**config.mk**
```make
export PLATFORM = sky130hd
export DESIGN_NAME = ram_arbiter_flat
export DESIGN_NICKNAME = d
export VERILOG_FILES = /design/src/rtl/ram_arbiter_if.sv /design/src/rtl/ram_arbiter.sv /design/src/flat_wrapper.sv
export SDC_FILE = /design/constraint.sdc
export NUM_CORES = 1
export LEC_CHECK = 0
export ABC_AREA = 1
export CORE_MARGIN = 8
export CORE_UTILIZATION = 40
export DETAILED_ROUTE_END_ITERATION = 16
export GPL_ROUTABILITY_DRIVEN = 0
export PLACE_DENSITY = 0.8
export SLEW_MARGIN = 20
export SYNTH_ARGS = -nofsm -noshare
export SYNTH_HDL_FRONTEND = slang
export SYNTH_SLANG_ARGS = --single-unit
```
**constraint.sdc**
```tcl
create_clock -name clk -period 1.75 [get_ports clk]
set_input_delay 0.35 -clock clk [delete_from_list [all_inputs] [get_ports clk]]
set_output_delay 0.35 -clock clk [all_outputs]
set_load 0.005 [all_outputs]
```
**src/rtl/ram_arbiter_if.sv**
```systemverilog
// Bundle of requester handshakes and RAM port signals shared by the arbiter
// and whatever sits around it (requesters plus RAM).
interface ram_arbiter_if #(
  parameter int DATA_WIDTH = 8,
  parameter int ADDR_WIDTH = 4
);
  logic                  req0;
  logic                  req1;
  logic                  we0;
  logic                  we1;
  logic [ADDR_WIDTH-1:0] addr0;
  logic [ADDR_WIDTH-1:0] addr1;
  logic [DATA_WIDTH-1:0] wdata0;
  logic [DATA_WIDTH-1:0] wdata1;
  logic                  gnt0;
  logic                  gnt1;
  logic [DATA_WIDTH-1:0] rdata0;
  logic [DATA_WIDTH-1:0] rdata1;
  logic                  rvalid0;
  logic                  rvalid1;
  logic                  ram_wr_enb;
  logic                  ram_rd_enb;
  logic [ADDR_WIDTH-1:0] ram_addr;
  logic [DATA_WIDTH-1:0] ram_wdata;
  logic [DATA_WIDTH-1:0] ram_rdata;
  logic                  busy;

  // Arbiter side
  modport slave (
    input  req0, req1, we0, we1, addr0, addr1, wdata0, wdata1, ram_rdata,
    output gnt0, gnt1, rdata0, rdata1, rvalid0, rvalid1,
           ram_wr_enb, ram_rd_enb, ram_addr, ram_wdata, busy
  );

  // Requester / RAM environment side
  modport master (
    output req0, req1, we0, we1, addr0, addr1, wdata0, wdata1, ram_rdata,
    input  gnt0, gnt1, rdata0, rdata1, rvalid0, rvalid1,
           ram_wr_enb, ram_rd_enb, ram_addr, ram_wdata, busy
  );
endinterface

```
**src/rtl/ram_arbiter.sv**
```systemverilog
// Two-requester round-robin arbiter in front of a single-port RAM with a
// one-cycle read latency; one access is in flight at a time.
module ram_arbiter #(
  parameter int DATA_WIDTH = 8,
  parameter int ADDR_WIDTH = 4
) (
  input  logic           clk,
  input  logic           rst,
  ram_arbiter_if.slave   bus
);

  typedef enum logic [1:0] {IDLE, ACCESS, RDWAIT, RETURN} state_t;

  state_t                state;
  logic                  cur_id;
  logic                  cur_we;
  logic                  last_gnt;
  logic                  gnt0_q;
  logic                  gnt1_q;
  logic                  rvalid0_q;
  logic                  rvalid1_q;
  logic                  wr_q;
  logic                  rd_q;
  logic [ADDR_WIDTH-1:0] addr_q;
  logic [DATA_WIDTH-1:0] wdata_q;
  logic [DATA_WIDTH-1:0] rdata0_q;
  logic [DATA_WIDTH-1:0] rdata1_q;

  logic                  win_id;
  logic                  win_we;
  logic [ADDR_WIDTH-1:0] win_addr;
  logic [DATA_WIDTH-1:0] win_wdata;

  // On a tie the requester that was not granted last wins
  always_comb begin
    win_id = 1'b0;
    if (bus.req0 && bus.req1)
      win_id = ~last_gnt;
    else if (bus.req1)
      win_id = 1'b1;
    win_we    = win_id ? bus.we1    : bus.we0;
    win_addr  = win_id ? bus.addr1  : bus.addr0;
    win_wdata = win_id ? bus.wdata1 : bus.wdata0;
  end

  always_ff @(posedge clk or negedge rst) begin
    if (!rst) begin
      state     <= IDLE;
      cur_id    <= 1'b0;
      cur_we    <= 1'b0;
      last_gnt  <= 1'b1;
      gnt0_q    <= 1'b0;
      gnt1_q    <= 1'b0;
      rvalid0_q <= 1'b0;
      rvalid1_q <= 1'b0;
      wr_q      <= 1'b0;
      rd_q      <= 1'b0;
      addr_q    <= '0;
      wdata_q   <= '0;
      rdata0_q  <= '0;
      rdata1_q  <= '0;
    end else begin
      gnt0_q    <= 1'b0;
      gnt1_q    <= 1'b0;
      rvalid0_q <= 1'b0;
      rvalid1_q <= 1'b0;
      wr_q      <= 1'b0;
      rd_q      <= 1'b0;
      case (state)
        IDLE: begin
          if (bus.req0 || bus.req1) begin
            cur_id   <= win_id;
            cur_we   <= win_we;
            last_gnt <= win_id;
            addr_q   <= win_addr;
            wdata_q  <= win_wdata;
            gnt0_q   <= ~win_id;
            gnt1_q   <= win_id;
            wr_q     <= win_we;
            rd_q     <= ~win_we;
            state    <= ACCESS;
          end
        end
        ACCESS: state <= cur_we ? IDLE : RDWAIT;
        RDWAIT: begin
          // RAM data is valid now, one cycle after the read enable
          if (cur_id) begin
            rdata1_q  <= bus.ram_rdata;
            rvalid1_q <= 1'b1;
          end else begin
            rdata0_q  <= bus.ram_rdata;
            rvalid0_q <= 1'b1;
          end
          state <= RETURN;
        end
        RETURN:  state <= IDLE;
        default: state <= IDLE;
      endcase
    end
  end

  assign bus.gnt0       = gnt0_q;
  assign bus.gnt1       = gnt1_q;
  assign bus.rvalid0    = rvalid0_q;
  assign bus.rvalid1    = rvalid1_q;
  assign bus.rdata0     = rdata0_q;
  assign bus.rdata1     = rdata1_q;
  assign bus.ram_wr_enb = wr_q;
  assign bus.ram_rd_enb = rd_q;
  assign bus.ram_addr   = addr_q;
  assign bus.ram_wdata  = wdata_q;
  assign bus.busy       = (state != IDLE);

endmodule

```
**src/flat_wrapper.sv**
```systemverilog
// flat-port wrapper written by rule: the top's interface ports become plain ports
module ram_arbiter_flat 
#(
  parameter int DATA_WIDTH = 8,
  parameter int ADDR_WIDTH = 4
)
  (clk, rst, bus_req0, bus_req1, bus_we0, bus_we1, bus_addr0, bus_addr1, bus_wdata0, bus_wdata1, bus_ram_rdata, bus_gnt0, bus_gnt1, bus_rdata0, bus_rdata1, bus_rvalid0, bus_rvalid1, bus_ram_wr_enb, bus_ram_rd_enb, bus_ram_addr, bus_ram_wdata, bus_busy);
  ram_arbiter_if #(.DATA_WIDTH(DATA_WIDTH), .ADDR_WIDTH(ADDR_WIDTH)) bus_i ();
  input  logic clk;
  input  logic rst;
  input wire logic [$bits(bus_i.req0)-1:0] bus_req0;
  input wire logic [$bits(bus_i.req1)-1:0] bus_req1;
  input wire logic [$bits(bus_i.we0)-1:0] bus_we0;
  input wire logic [$bits(bus_i.we1)-1:0] bus_we1;
  input wire logic [$bits(bus_i.addr0)-1:0] bus_addr0;
  input wire logic [$bits(bus_i.addr1)-1:0] bus_addr1;
  input wire logic [$bits(bus_i.wdata0)-1:0] bus_wdata0;
  input wire logic [$bits(bus_i.wdata1)-1:0] bus_wdata1;
  input wire logic [$bits(bus_i.ram_rdata)-1:0] bus_ram_rdata;
  output wire logic [$bits(bus_i.gnt0)-1:0] bus_gnt0;
  output wire logic [$bits(bus_i.gnt1)-1:0] bus_gnt1;
  output wire logic [$bits(bus_i.rdata0)-1:0] bus_rdata0;
  output wire logic [$bits(bus_i.rdata1)-1:0] bus_rdata1;
  output wire logic [$bits(bus_i.rvalid0)-1:0] bus_rvalid0;
  output wire logic [$bits(bus_i.rvalid1)-1:0] bus_rvalid1;
  output wire logic [$bits(bus_i.ram_wr_enb)-1:0] bus_ram_wr_enb;
  output wire logic [$bits(bus_i.ram_rd_enb)-1:0] bus_ram_rd_enb;
  output wire logic [$bits(bus_i.ram_addr)-1:0] bus_ram_addr;
  output wire logic [$bits(bus_i.ram_wdata)-1:0] bus_ram_wdata;
  output wire logic [$bits(bus_i.busy)-1:0] bus_busy;
  assign bus_i.req0 = bus_req0;
  assign bus_i.req1 = bus_req1;
  assign bus_i.we0 = bus_we0;
  assign bus_i.we1 = bus_we1;
  assign bus_i.addr0 = bus_addr0;
  assign bus_i.addr1 = bus_addr1;
  assign bus_i.wdata0 = bus_wdata0;
  assign bus_i.wdata1 = bus_wdata1;
  assign bus_i.ram_rdata = bus_ram_rdata;
  assign bus_gnt0 = bus_i.gnt0;
  assign bus_gnt1 = bus_i.gnt1;
  assign bus_rdata0 = bus_i.rdata0;
  assign bus_rdata1 = bus_i.rdata1;
  assign bus_rvalid0 = bus_i.rvalid0;
  assign bus_rvalid1 = bus_i.rvalid1;
  assign bus_ram_wr_enb = bus_i.ram_wr_enb;
  assign bus_ram_rd_enb = bus_i.ram_rd_enb;
  assign bus_ram_addr = bus_i.ram_addr;
  assign bus_ram_wdata = bus_i.ram_wdata;
  assign bus_busy = bus_i.busy;
  ram_arbiter #(.DATA_WIDTH(DATA_WIDTH), .ADDR_WIDTH(ADDR_WIDTH)) u_core (.clk(clk), .rst(rst), .bus(bus_i));
endmodule
```
## After elaboration in Yosys (flattened, before gate mapping)

Cells that the tools add are included.

| word-level totals | value |
|---|---|
| register bits after elaboration | 39 |
| bits in latches | 0 |
| memory bits (writable) | 0 |
| bits in read-only memories | 0 |
| memories kept | 0 |

| operators by class | value |
|---|---|
| $add $sub $neg | 0 |
| multipliers | 0 |
| div/mod/pow operators | 0 |
| magnitude comparators | 0 |
| equal/unequal tests | 4 |
| shift-type cells | 0 |
| mux-type cells | 20 |
| bitwise logic cells | 4 |
| reductions and logical operators | 7 |

Operator list:

| kind | count |
|---|---|
| $mux W1 | 15 |
| $mux W8 | 1 |
| $pmux W2 S4 | 1 |
| $reduce_and A2 Y1 | 3 |
| $eq A2 B2 Y1 const B | 2 |
| $mux W2 | 2 |
| $mux W4 | 1 |
| $not A1 Y1 | 4 |
| $eq A2 B1 Y1 const B | 1 |
| $logic_not A2 Y1 | 1 |
| $ne A2 B1 Y1 const B | 1 |
| $reduce_bool A2 Y1 | 1 |
| $logic_and A1 B1 Y1 | 1 |
| $logic_or A1 B1 Y1 | 1 |

## Longest topological paths before layout

Gate-level depths: netlist of run 1.

| logic depth | value |
|---|---|
| depth after elaboration | 6 |
| depth in mapped cells | 7 |
| mapped depth without buffers | 6 |

## Worst setup path before layout of run 1

Ideal clock, no wire load.

| timing | value |
|---|---|
| kind | register to register |
| start | register u_core.last_gnt |
| end | register u_core.cur_we |
| data arrival time | 1.011 ns |
| data required time | 1.631 ns |
| path slack | 0.620 ns |
| cell stages (with the launch flop) | 7 |
| clock period less this slack | 1.130 ns |
| cell sequence | dfstp_2 > nand2_2 > nand2_2 > buf_4 > nand2_1 > nand3_1 > nand2_1 |

| on the way | value |
|---|---|
| longest elaborated chain between the ends | 3 |

RTL lines:

| element | RTL line | RTL |
|---|---|---|
| from (decl) | ram_arbiter.sv:17 | `logic last_gnt;` |
| from (signal assigned) | ram_arbiter.sv:74 | `last_gnt <= win_id;` |
| $not A1 Y1 | ram_arbiter.sv:38 | `win_id = ~last_gnt;` |
| $mux W1 | ram_arbiter.sv:37 | `if (bus.req0 && bus.req1)` |
| $mux W1 | ram_arbiter.sv:41 | `win_we = win_id ? bus.we1 : bus.we0;` |
| to (signal assigned) | ram_arbiter.sv:73 | `cur_we <= win_we;` |
| to (decl) | ram_arbiter.sv:16 | `logic cur_we;` |

Every way passes these cells.
A chain may end at the register's enable or synchronous reset.

## Worst setup path in the final report of run 1

| timing | value |
|---|---|
| start | register u_core.wdata_q[5] (netlist: u_core.bus.ram_wdata[5]) |
| end | output port bus_ram_wdata[5] |

RTL lines:

| element | RTL line | RTL |
|---|---|---|
| from (decl) | ram_arbiter.sv:25 | `logic [DATA_WIDTH-1:0] wdata_q;` |
| from (signal assigned) | ram_arbiter.sv:76 | `wdata_q <= win_wdata;` |
| to (decl) | flat_wrapper.sv:29 | `output wire logic [$bits(bus_i.ram_wdata)-1:0] bus_ram_wdata;` |

No word-level cell between the ends.

==> parameters.txt, run 1 <==
Parameter                              Value

Clock tree
  Buffer depth of the longest clock path    2
  Depth of the CTS H-tree    2
  Clk Tree Root Cell    clkbuf_8
  Clock Sink Count    39
  Number of buffers created by CTS    5
  Worst skew pair latency    280 ps
  Number of hold buffers added after CTS    0
  Worst-path clk slew    70 ps
  Clock tree from TritonCTS    yes

Layout
  Number of nets at the end of the flow    303
  Storage cell area    977 um2
  Layout cells sized above 1    0.0943
  Multi-input gate area in the final layout    571 um2
  Number of fillers in the final layout    361
  Final std cells w/o fill    315
  Synthesis-to-layout area growth    51.8%
  Commonest non-fill, non-tap cell in the layout    nand2_1
  Diodes inserted    0
  Commonest cells after routing, fill and taps aside    nand2_1, clkdlybuf4s50_1, dfrtp_1

Placement
  HPWL Detailed    3.29 mm
  IO buf count    72
  Post-Place Worst Slack    84.1 ps
  Cell count after placement    307

Power
  Maximum vdd drop    0.675 mV
  Total power per unit cell area    1560 nW/um2
  Leakage    1.26 nW

Synth
  Mapped Avg Cell Area    8.78 um2
  Most used flip-flop cell after synthesis    dfrtp_1
  Synthesized area    1660 um2
  Distinct cells, synth    20
  Share of synthesized registers carrying an async set or reset    1.00
  Number of enable flip-flop cells after synthesis    0
  Synthesized Nets    227
  Share of the yosys chip area belonging to registers    0.589
  Number of warnings reported in the yosys synthesis log    0
  Flip-flop and latch count after synthesis    39
  Cells after Synth    189

Timing
  Remaining max-slew budget at the tightest pin    0.621
  Setup tns final    0 ps
  Final hold violation count    0
  RSZ-0062 raised after global routing    false
  Highest achievable clock rate    655 MHz
  Setup violation total in the final timing report    0
  Final clock skew    7.71 ps
  Worst path setup slack after routing    222 ps
  Actual slew at the worst max-slew pin    568 ps
  Number of pins with negative max-slew slack in the final report    0
  Final worst-path cycle share    0.873
  Final worst path period need    1530 ps

Route
  Drt pass-1 iters    4
  WL/cell    13.8 um
  Overall via count from detail_route    1442
  Count of unresolved DRC violations after routing    0
  DRT Wirelength    4.34 mm
  Vias per cell    4.58
  Number of DRC violations after detailed-routing iteration 0    72
  Antenna-violating nets left    0

Critical path
  Buffers & Inverters on Critical Path    1
  Reg-to-reg setup timing slack    540 ps
  Max FO, Critical Path    2
  Worst path slowest cell    clkdlybuf4s50_1
  Crit path max-delay family    buffers and inverters
  Element type at the critical path end    output port
  CP Cell Sequence    clkdlybuf4s50_1
  Startpoint type of the worst setup path    flop
  Worst reg2reg path endpoint    u_core.cur_we$_DFFE_PN0P_
  Worst setup path class    flop to output port
  Startpoint of the worst register-to-register path    u_core.last_gnt$_DFFE_PN1P_
  Arrival @ worst endpoint    1180 ps
  Number of cell instances on the worst register-to-register path    5
  Longest individual stage delay on the worst path    540 ps
  Worst path required time    1400 ps

Global route
  Global-route wire length before repair    6.93 mm
  Pin count of the biggest net entering global routing    27
  Via count of the first global-routing pass    1445
  Number of antenna violations at the first check in global routing    0
  Global-route total usage across every layer    0.137
  Remaining global-route overflow    0

Flow run
  Max cap viols    0

Floorplanning
  Die height    80.4 um
  Top Ports    73
  Horiz. Die Dim    80.4 um
  Placeable core region    4000 um2
  Initial standard-cell utilization of the core    0.415
  Standard-cell row count    23
  Die Footprint    6470 um2

Outcome
  Outcome    finished, final reports clean

Hold path
  Worst min path class    input port to asynchronous set/reset pin
[per-stage QoR]
stage	utilization	area (um2)	hold slack, ps	power, mW
final	0.630	2520	51.9	3.92
after detailed placement	0.604	2420	375	3.34
after global placement	0.604	2420	370	3.29
after floorplan	-	1660	54.4	2.33
after CTS	0.628	2510	66.6	3.96
after global routing	0.630	2520	96.3	4.21
[report_power, final]
part / total, mW / switching, mW / leakage (nW) / internal [mW]
logic: 1.79 / 0.822 / 0.728 / 0.970
clock network: 0.595 / 0.286 / 0.0470 / 0.309
registers: 1.53 / 0.208 / 0.487 / 1.32
[kinds of logic after synthesis]
kind of cell,after synthesis,share of synthesized area
compound gates,21,0.0671
buf+inv,25,0.0708
flops,39,0.589
simple gates,104,0.274
[area by class of cell]
cell class,instances,area share
Sequential cell,39,0.388
Tap cell,50,0.0248
Inverter,17,0.0263
Clock buffer,6,0.0328
Multi-Input combinational cell,125,0.226
Clock inverter,1,0.00199
Timing Repair Buffer,77,0.300
[Yosys cell counts, types with 2 or more instances]
library cell,n,area share
nand2_1,81,0.18
dfrtp_1,38,0.57
o21ai_1,17,0.051
inv_1,14,0.032
nand3_1,13,0.039
buf_2,5,0.015
nand2_2,3,0.011
a21oi_1,2,0.0060
buf_4,2,0.0090
inv_2,2,0.0045
nand3_2,2,0.012
nor2_1,2,0.0045
[worst max path at each step]
stage | depth (start not counted) | from | slack, ps | end
floorplan | 6 | u_core.last_gnt$_DFFE_PN1P_ | 620 | u_core.cur_we$_DFFE_PN0P_
global placement | 6 | bus_req1 | 140 | u_core.bus.ram_wdata[4]$_DFFE_PN0P_
detailed placement | 6 | bus_req1 | 80 | u_core.bus.ram_wdata[2]$_DFFE_PN0P_
CTS | 3 | u_core.state[0]$_DFFE_PN0P_ | 7 | bus_busy
global route | 1 | u_core.bus.rdata0[1]$_DFFE_PN0P_ | 170 | bus_rdata0[1]
finish | 1 | u_core.bus.ram_wdata[5]$_DFFE_PN0P_ | 220 | bus_ram_wdata[5]
[sequential cells by signal, summed over array words and instances (netlist names), 4 cells and up, named ones only]
| register | cells |
|---|---|
| u_core.bus.rdata1 | 8 |
| u_core.bus.ram_wdata | 8 |
| u_core.bus.ram_addr | 4 |
| u_core.bus.rdata0 | 8 |
[metal layers]
metal  track usage  vias to the layer above  wire length (um)
li1              -                      737                 -
met1         0.159                      664              1850
met2         0.229                       33              2180
met3        0.0424                        8               231
met4        0.0545                        0                82
met5             0                        -                 0
[what timing repair did]
action / in CTS / in global routing
endpoints found under the setup margin: 1 / 1
gates resized for setup: 0 / 2
setup buffers: 1 / 0
Power figures use the tool's default switching activity.
==> run 2, diff against run 1 <==
==> constraint.sdc (replaced) <==
create_clock -name clk -period 1.9 [get_ports clk]
set_input_delay 0.38 -clock clk [delete_from_list [all_inputs] [get_ports clk]]
set_output_delay 0.38 -clock clk [all_outputs]
set_load 0.005 [all_outputs]
==> run 2 against run 1 <==
Combinational power fell by 10%; setup slack got worse by 130 ps; worst hold slack improved by 16 ps; largest cell class unchanged.
==> parameters.txt, run 2 (synthesis results as in run 1) <==
Parameter                              Value

Outcome
  Outcome    finished, final reports clean

Clock tree
  Clock tree from TritonCTS    yes
  Worst skew pair latency    280 ps
  Clock Sink Count    39
  Depth of the CTS H-tree    2
  Number of buffers created by CTS    5
  Worst-path clk slew    70 ps
  Clk Tree Root Cell    clkbuf_8
  Number of hold buffers added after CTS    0
  Buffer depth of the longest clock path    2

Timing
  Setup tns final    0 ps
  Final worst path period need    1810 ps
  Number of pins with negative max-slew slack in the final report    0
  Remaining max-slew budget at the tightest pin    0.647
  Final clock skew    4.80 ps
  Actual slew at the worst max-slew pin    530 ps
  Highest achievable clock rate    552 MHz
  Final worst-path cycle share    0.954
  RSZ-0062 raised after global routing    false
  Final hold violation count    0
  Setup violation total in the final timing report    0

Global route
  Global-route total usage across every layer    0.140
  Global-route wire length before repair    7.06 mm
  Remaining global-route overflow    0
  Number of antenna violations at the first check in global routing    0
  Via count of the first global-routing pass    1489
  Pin count of the biggest net entering global routing    26

Route
  Vias per cell    4.66
  DRT Wirelength    4.32 mm
  Antenna-violating nets left    0
  Number of DRC violations after detailed-routing iteration 0    44
  WL/cell    13.7 um
  Count of unresolved DRC violations after routing    0
  Drt pass-1 iters    4
  Overall via count from detail_route    1469

Layout
  Synthesis-to-layout area growth    51.2%
  Number of nets at the end of the flow    302
  Number of fillers in the final layout    348
  Diodes inserted    0
  Final core utilization    0.627
  Commonest non-fill, non-tap cell in the layout    nand2_1
  Layout cells sized above 1    0.0943
  Commonest cells after routing, fill and taps aside    nand2_1, clkdlybuf4s50_1, dfrtp_1

Floorplanning
  Placeable core region    4000 um2
  Standard-cell row count    23
  Die Footprint    6470 um2
  Initial standard-cell utilization of the core    0.415
  Horiz. Die Dim    80.4 um
  Top Ports    73
  Die height    80.4 um

Critical path
  Worst setup path class    flop to output port
  Startpoint type of the worst setup path    flop
  Reg-to-reg setup timing slack    660 ps
  Worst reg2reg path endpoint    u_core.cur_we$_DFFE_PN0P_
  Arrival @ worst endpoint    1430 ps
  CP Cell Sequence    inv_2 > nand2_2 > clkdlybuf4s50_1
  Worst path slowest cell    clkdlybuf4s50_1
  Longest individual stage delay on the worst path    540 ps
  Worst path required time    1520 ps
  Number of cell instances on the worst register-to-register path    6
  Max FO, Critical Path    4
  Element type at the critical path end    output port

Placement
  IO buf count    72
  HPWL Detailed    3.38 mm

Flow run
  Max cap viols    0

Power
  Total power per unit cell area    1430 nW/um2
  Leakage    1.25 nW
  Maximum vdd drop    0.729 mV

Hold path
  Worst min path class    input port to asynchronous set/reset pin
-- run 2: changes by cell type in the layout (fill, tap and decap cells not counted), sizes merged --
| cell | change |
|---|---|
| clkdlybuf4s50 | +1 |
| clkbuf | +1 |
| buf | -1 |
| dlymetal6s2s | -1 |
-- run 2: metrics by stage --
| stage | instances | setup slack [ps] | area (um2) | hold WS (ps) | power [mW] |
|---|---|---|---|---|---|
| detailed placement | 307 | 224 | 2420 | 396 | 3.08 |
| global route | 315 | 33.9 | 2510 | 104 | 3.86 |
| floorplan | 189 | 764 | 1660 | 84.4 | 2.15 |
| global placement | 307 | 254 | 2420 | 391 | 3.03 |
| finish | 315 | 88.1 | 2510 | 68.0 | 3.59 |
| CTS | 315 | 34.2 | 2510 | 87.2 | 3.65 |
-- run 2: layer usage --
| metal | global-route usage | vias up | part of all wire |
|---|---|---|---|
| li1 | - | 732 | - |
| met1 | 0.156 | 690 | 0.40 |
| met3 | 0.0324 | 7 | 0.048 |
| met2 | 0.248 | 40 | 0.53 |
| met4 | 0.0600 | 0 | 0.023 |
| met5 | 0 | - | 0 |
-- run 2: how the worst max path moves through the flow --
stage,slack [ps],cells past startpoint,startpoint,endpoint
5_1_grt,30,3,flop,bus_busy
3_5_place_dp,220,6,bus_req1,u_core.cur_we$_DFFE_PN0P_
6_report,90,3,flop,bus_busy
3_3_place_gp,250,6,bus_req1,u_core.bus.ram_wdata[6]$_DFFE_PN0P_
4_1_cts,30,3,flop,bus_busy
2_1_floorplan,760,7,bus_req1,u_core.bus.ram_addr[3]$_DFFE_PN0P_
-- run 2: what timing repair did --
| item | in CTS | in global routing |
|---|---|---|
| setup buffers | 0 | 0 |
| gates resized for setup | 0 | 1 |
| endpoints found under the hold margin | 0 | 0 |
| setup endpoints to repair | 0 | 1 |
-- run 2: power breakdown --
| group | internal [mW] | switching [mW] | total, mW |
|---|---|---|---|
| clock network | 0.293 | 0.265 | 0.557 |
| registers | 1.22 | 0.199 | 1.42 |
| logic | 0.879 | 0.732 | 1.61 |
| total | 2.39 | 1.20 | 3.59 |
-- run 2: cell type report --
cell class | count | area, um2 | area share
clock buffers | 7 | 86.3 | 0.0344
multi-input cells | 125 | 566 | 0.225
clock inverters | 1 | 5.00 | 0.00199
repair buffers | 76 | 746 | 0.297
well taps | 50 | 62.6 | 0.0249
flip-flops and latches | 39 | 978 | 0.390
inverters | 17 | 66.3 | 0.0264
-- run 2: worst max-delay path, delay by kind of cell (launching register included) --
family	cells	cell delay [ps]
and+or+nand+nor	1	150
buffers and inverters	2	590
DFF	1	410
==> run 3, diff against run 2 <==
--- a/config.mk
+++ b/config.mk
@@ -6,6 +6,7 @@
 export NUM_CORES = 1
 export LEC_CHECK = 0
 export ABC_AREA = 1
+export CORE_ASPECT_RATIO = 0.6
 export CORE_MARGIN = 8
 export CORE_UTILIZATION = 40
 export DETAILED_ROUTE_END_ITERATION = 16
==> constraint.sdc (replaced) <==
create_clock -name clk -period 1.9 [get_ports clk]
set_input_delay 0.38 -clock clk [delete_from_list [all_inputs] [get_ports clk]]
set_output_delay 0.38 -clock clk [all_outputs]
set_load 0.01 [all_outputs]
==> run 3 against run 2 <==
Non-clock buffer count unchanged; flip-flop and latch count unchanged; combinational power increased by 9%; critical endpoint is now bus_ram_addr[3].
==> parameters.txt, run 3 (synthesis results as in run 1) <==
Parameter                              Value

Outcome
  Outcome    finished, final reports clean

Power
  Overall power consumption    3.87 mW
  Leakage    1.27 nW
  Total power per unit cell area    1520 nW/um2
  Maximum vdd drop    0.805 mV

Timing
  Worst path setup slack after routing    314 ps
  Final hold violation count    0
  Actual slew at the worst max-slew pin    486 ps
  Highest achievable clock rate    631 MHz
  Number of pins with negative max-slew slack in the final report    0
  Final worst-path cycle share    0.835
  Final worst path period need    1590 ps
  Remaining max-slew budget at the tightest pin    0.676
  Setup violation total in the final timing report    0
  Final clock skew    3.33 ps
  RSZ-0062 raised after global routing    false
  Setup tns final    0 ps

Critical path
  Reg-to-reg setup timing slack    680 ps
  Worst path required time    1520 ps
  Startpoint of the worst register-to-register path    u_core.state[0]$_DFFE_PN0P_
  Worst setup path class    flop to output port
  Instance count on the critical path    1
  Number of cell instances on the worst register-to-register path    6
  Worst path slowest cell    clkdlybuf4s50_1
  Element type at the critical path end    output port
  Startpoint type of the worst setup path    flop
  Max FO, Critical Path    2
  Crit path max-delay family    buffers and inverters
  Critical path capture point    bus_ram_addr[3]
  Worst reg2reg path endpoint    u_core.bus.ram_wdata[1]$_DFFE_PN0P_
  Longest individual stage delay on the worst path    550 ps
  Crit path launch    u_core.bus.ram_addr[3]$_DFFE_PN0P_
  CP Cell Sequence    clkdlybuf4s50_1
  Arrival @ worst endpoint    1210 ps
  Buffers & Inverters on Critical Path    1

Global route
  Global-route wire length before repair    7.23 mm
  Remaining global-route overflow    0
  Number of antenna violations at the first check in global routing    0
  Global-route total usage across every layer    0.140
  Via count of the first global-routing pass    1466
  Pin count of the biggest net entering global routing    21

Floorplanning
  Placeable core region    4050 um2
  Top Ports    73
  Die height    65.9 um
  Horiz. Die Dim    99.2 um
  Initial standard-cell utilization of the core    0.410
  Die Footprint    6540 um2
  Standard-cell row count    18

Clock tree
  Clock Sink Count    39
  Worst-path clk slew    70 ps
  Number of hold buffers added after CTS    0
  Clock tree from TritonCTS    yes
  Clk Tree Root Cell    clkbuf_8
  Number of buffers created by CTS    5
  Buffer depth of the longest clock path    2
  Worst skew pair latency    280 ps
  Depth of the CTS H-tree    2

Layout
  Commonest cells after routing, fill and taps aside    nand2_1, clkdlybuf4s50_1, dfrtp_1
  Synthesis-to-layout area growth    53.6%
  Number of fillers in the final layout    364
  Number of nets at the end of the flow    302
  Final core utilization    0.629
  Final instance area    2550 um2
  Diodes inserted    0
  Layout cells sized above 1    0.0943
  Commonest non-fill, non-tap cell in the layout    nand2_1

Placement
  Post-Place Worst Slack    220 ps
  Placed instance area    2420 um2
  IO buf count    72
  HPWL Detailed    3.38 mm

Flow run
  Max cap viols    0

Route
  Count of unresolved DRC violations after routing    0
  Drt pass-1 iters    4
  Vias per cell    4.60
  Number of DRC violations after detailed-routing iteration 0    33
  Antenna-violating nets left    0
  WL/cell    13.7 um
  DRT Wirelength    4.33 mm
  Overall via count from detail_route    1450

Hold path
  Worst min path class    input port to asynchronous set/reset pin
==> run 3: cell count changes in the layout (fill, tap and decap cells not counted) <==
cell / delta
dfrtp_2: -1
dfrtp_1: +1
dlymetal6s2s_1: +1
clkdlybuf4s50_1: -1
buf_12: +1
buf_4: -1
bufinv_16: +1
clkbuf_1: -1
==> run 3: what timing repair did <==
action,4_1_cts,5_1_grt
pin swaps,0,0
cloned,0,0
setup buffers,1,0
setup endpoints to repair,1,1
resized for setup,0,1
==> run 3: where the power goes <==
group,switching [mW],total [mW],internal (mW)
clock network,0.273,0.698,0.425
registers,0.194,1.41,1.22
logic,0.866,1.76,0.895
total,1.33,3.87,2.54
==> run 3: worst min path at each step <==
stage	start	endpoint	slack (ps)
6_report	rst	u_core.bus.ram_wdata[0]$_DFFE_PN0P_	50
3_3_place_gp	rst	u_core.bus.ram_wdata[0]$_DFFE_PN0P_	360
2_1_floorplan	rst	asynchronous set/reset pin	80
3_5_place_dp	rst	u_core.bus.ram_wdata[0]$_DFFE_PN0P_	370
4_1_cts	rst	u_core.bus.ram_addr[3]$_DFFE_PN0P_	60
5_1_grt	rst	u_core.bus.ram_wdata[4]$_DFFE_PN0P_	70
==> run 3: final cells by class <==
| class | count | area [um2] | area share |
|---|---|---|---|
| flip-flops and latches | 39 | 977 | 0.383 |
| repair buffers | 76 | 761 | 0.298 |
| clock inverters | 2 | 35.0 | 0.0137 |
| multi-input cells | 125 | 566 | 0.222 |
| clock buffers | 6 | 82.6 | 0.0324 |
| well taps | 50 | 62.6 | 0.0245 |
| inverters | 17 | 66.3 | 0.0260 |
==> run 3: metal layers <==
| layer | routed length, um | GRT usage | vias to the layer above |
|---|---|---|---|
| li1 | - | - | 737 |
| met2 | 1900 | 0.208 | 34 |
| met1 | 2100 | 0.182 | 674 |
| met3 | 305 | 0.0599 | 5 |
| met4 | 31 | 0.0393 | 0 |
| met5 | 0 | 0 | - |
==> run 3: stage by stage <==
stage | instances | hold WS, ps
after CTS | 315 | 55.7
after global placement | 306 | 360
after floorplan | 189 | 84.4
after global routing | 315 | 66.2
after detailed placement | 306 | 369
final | 315 | 49.0
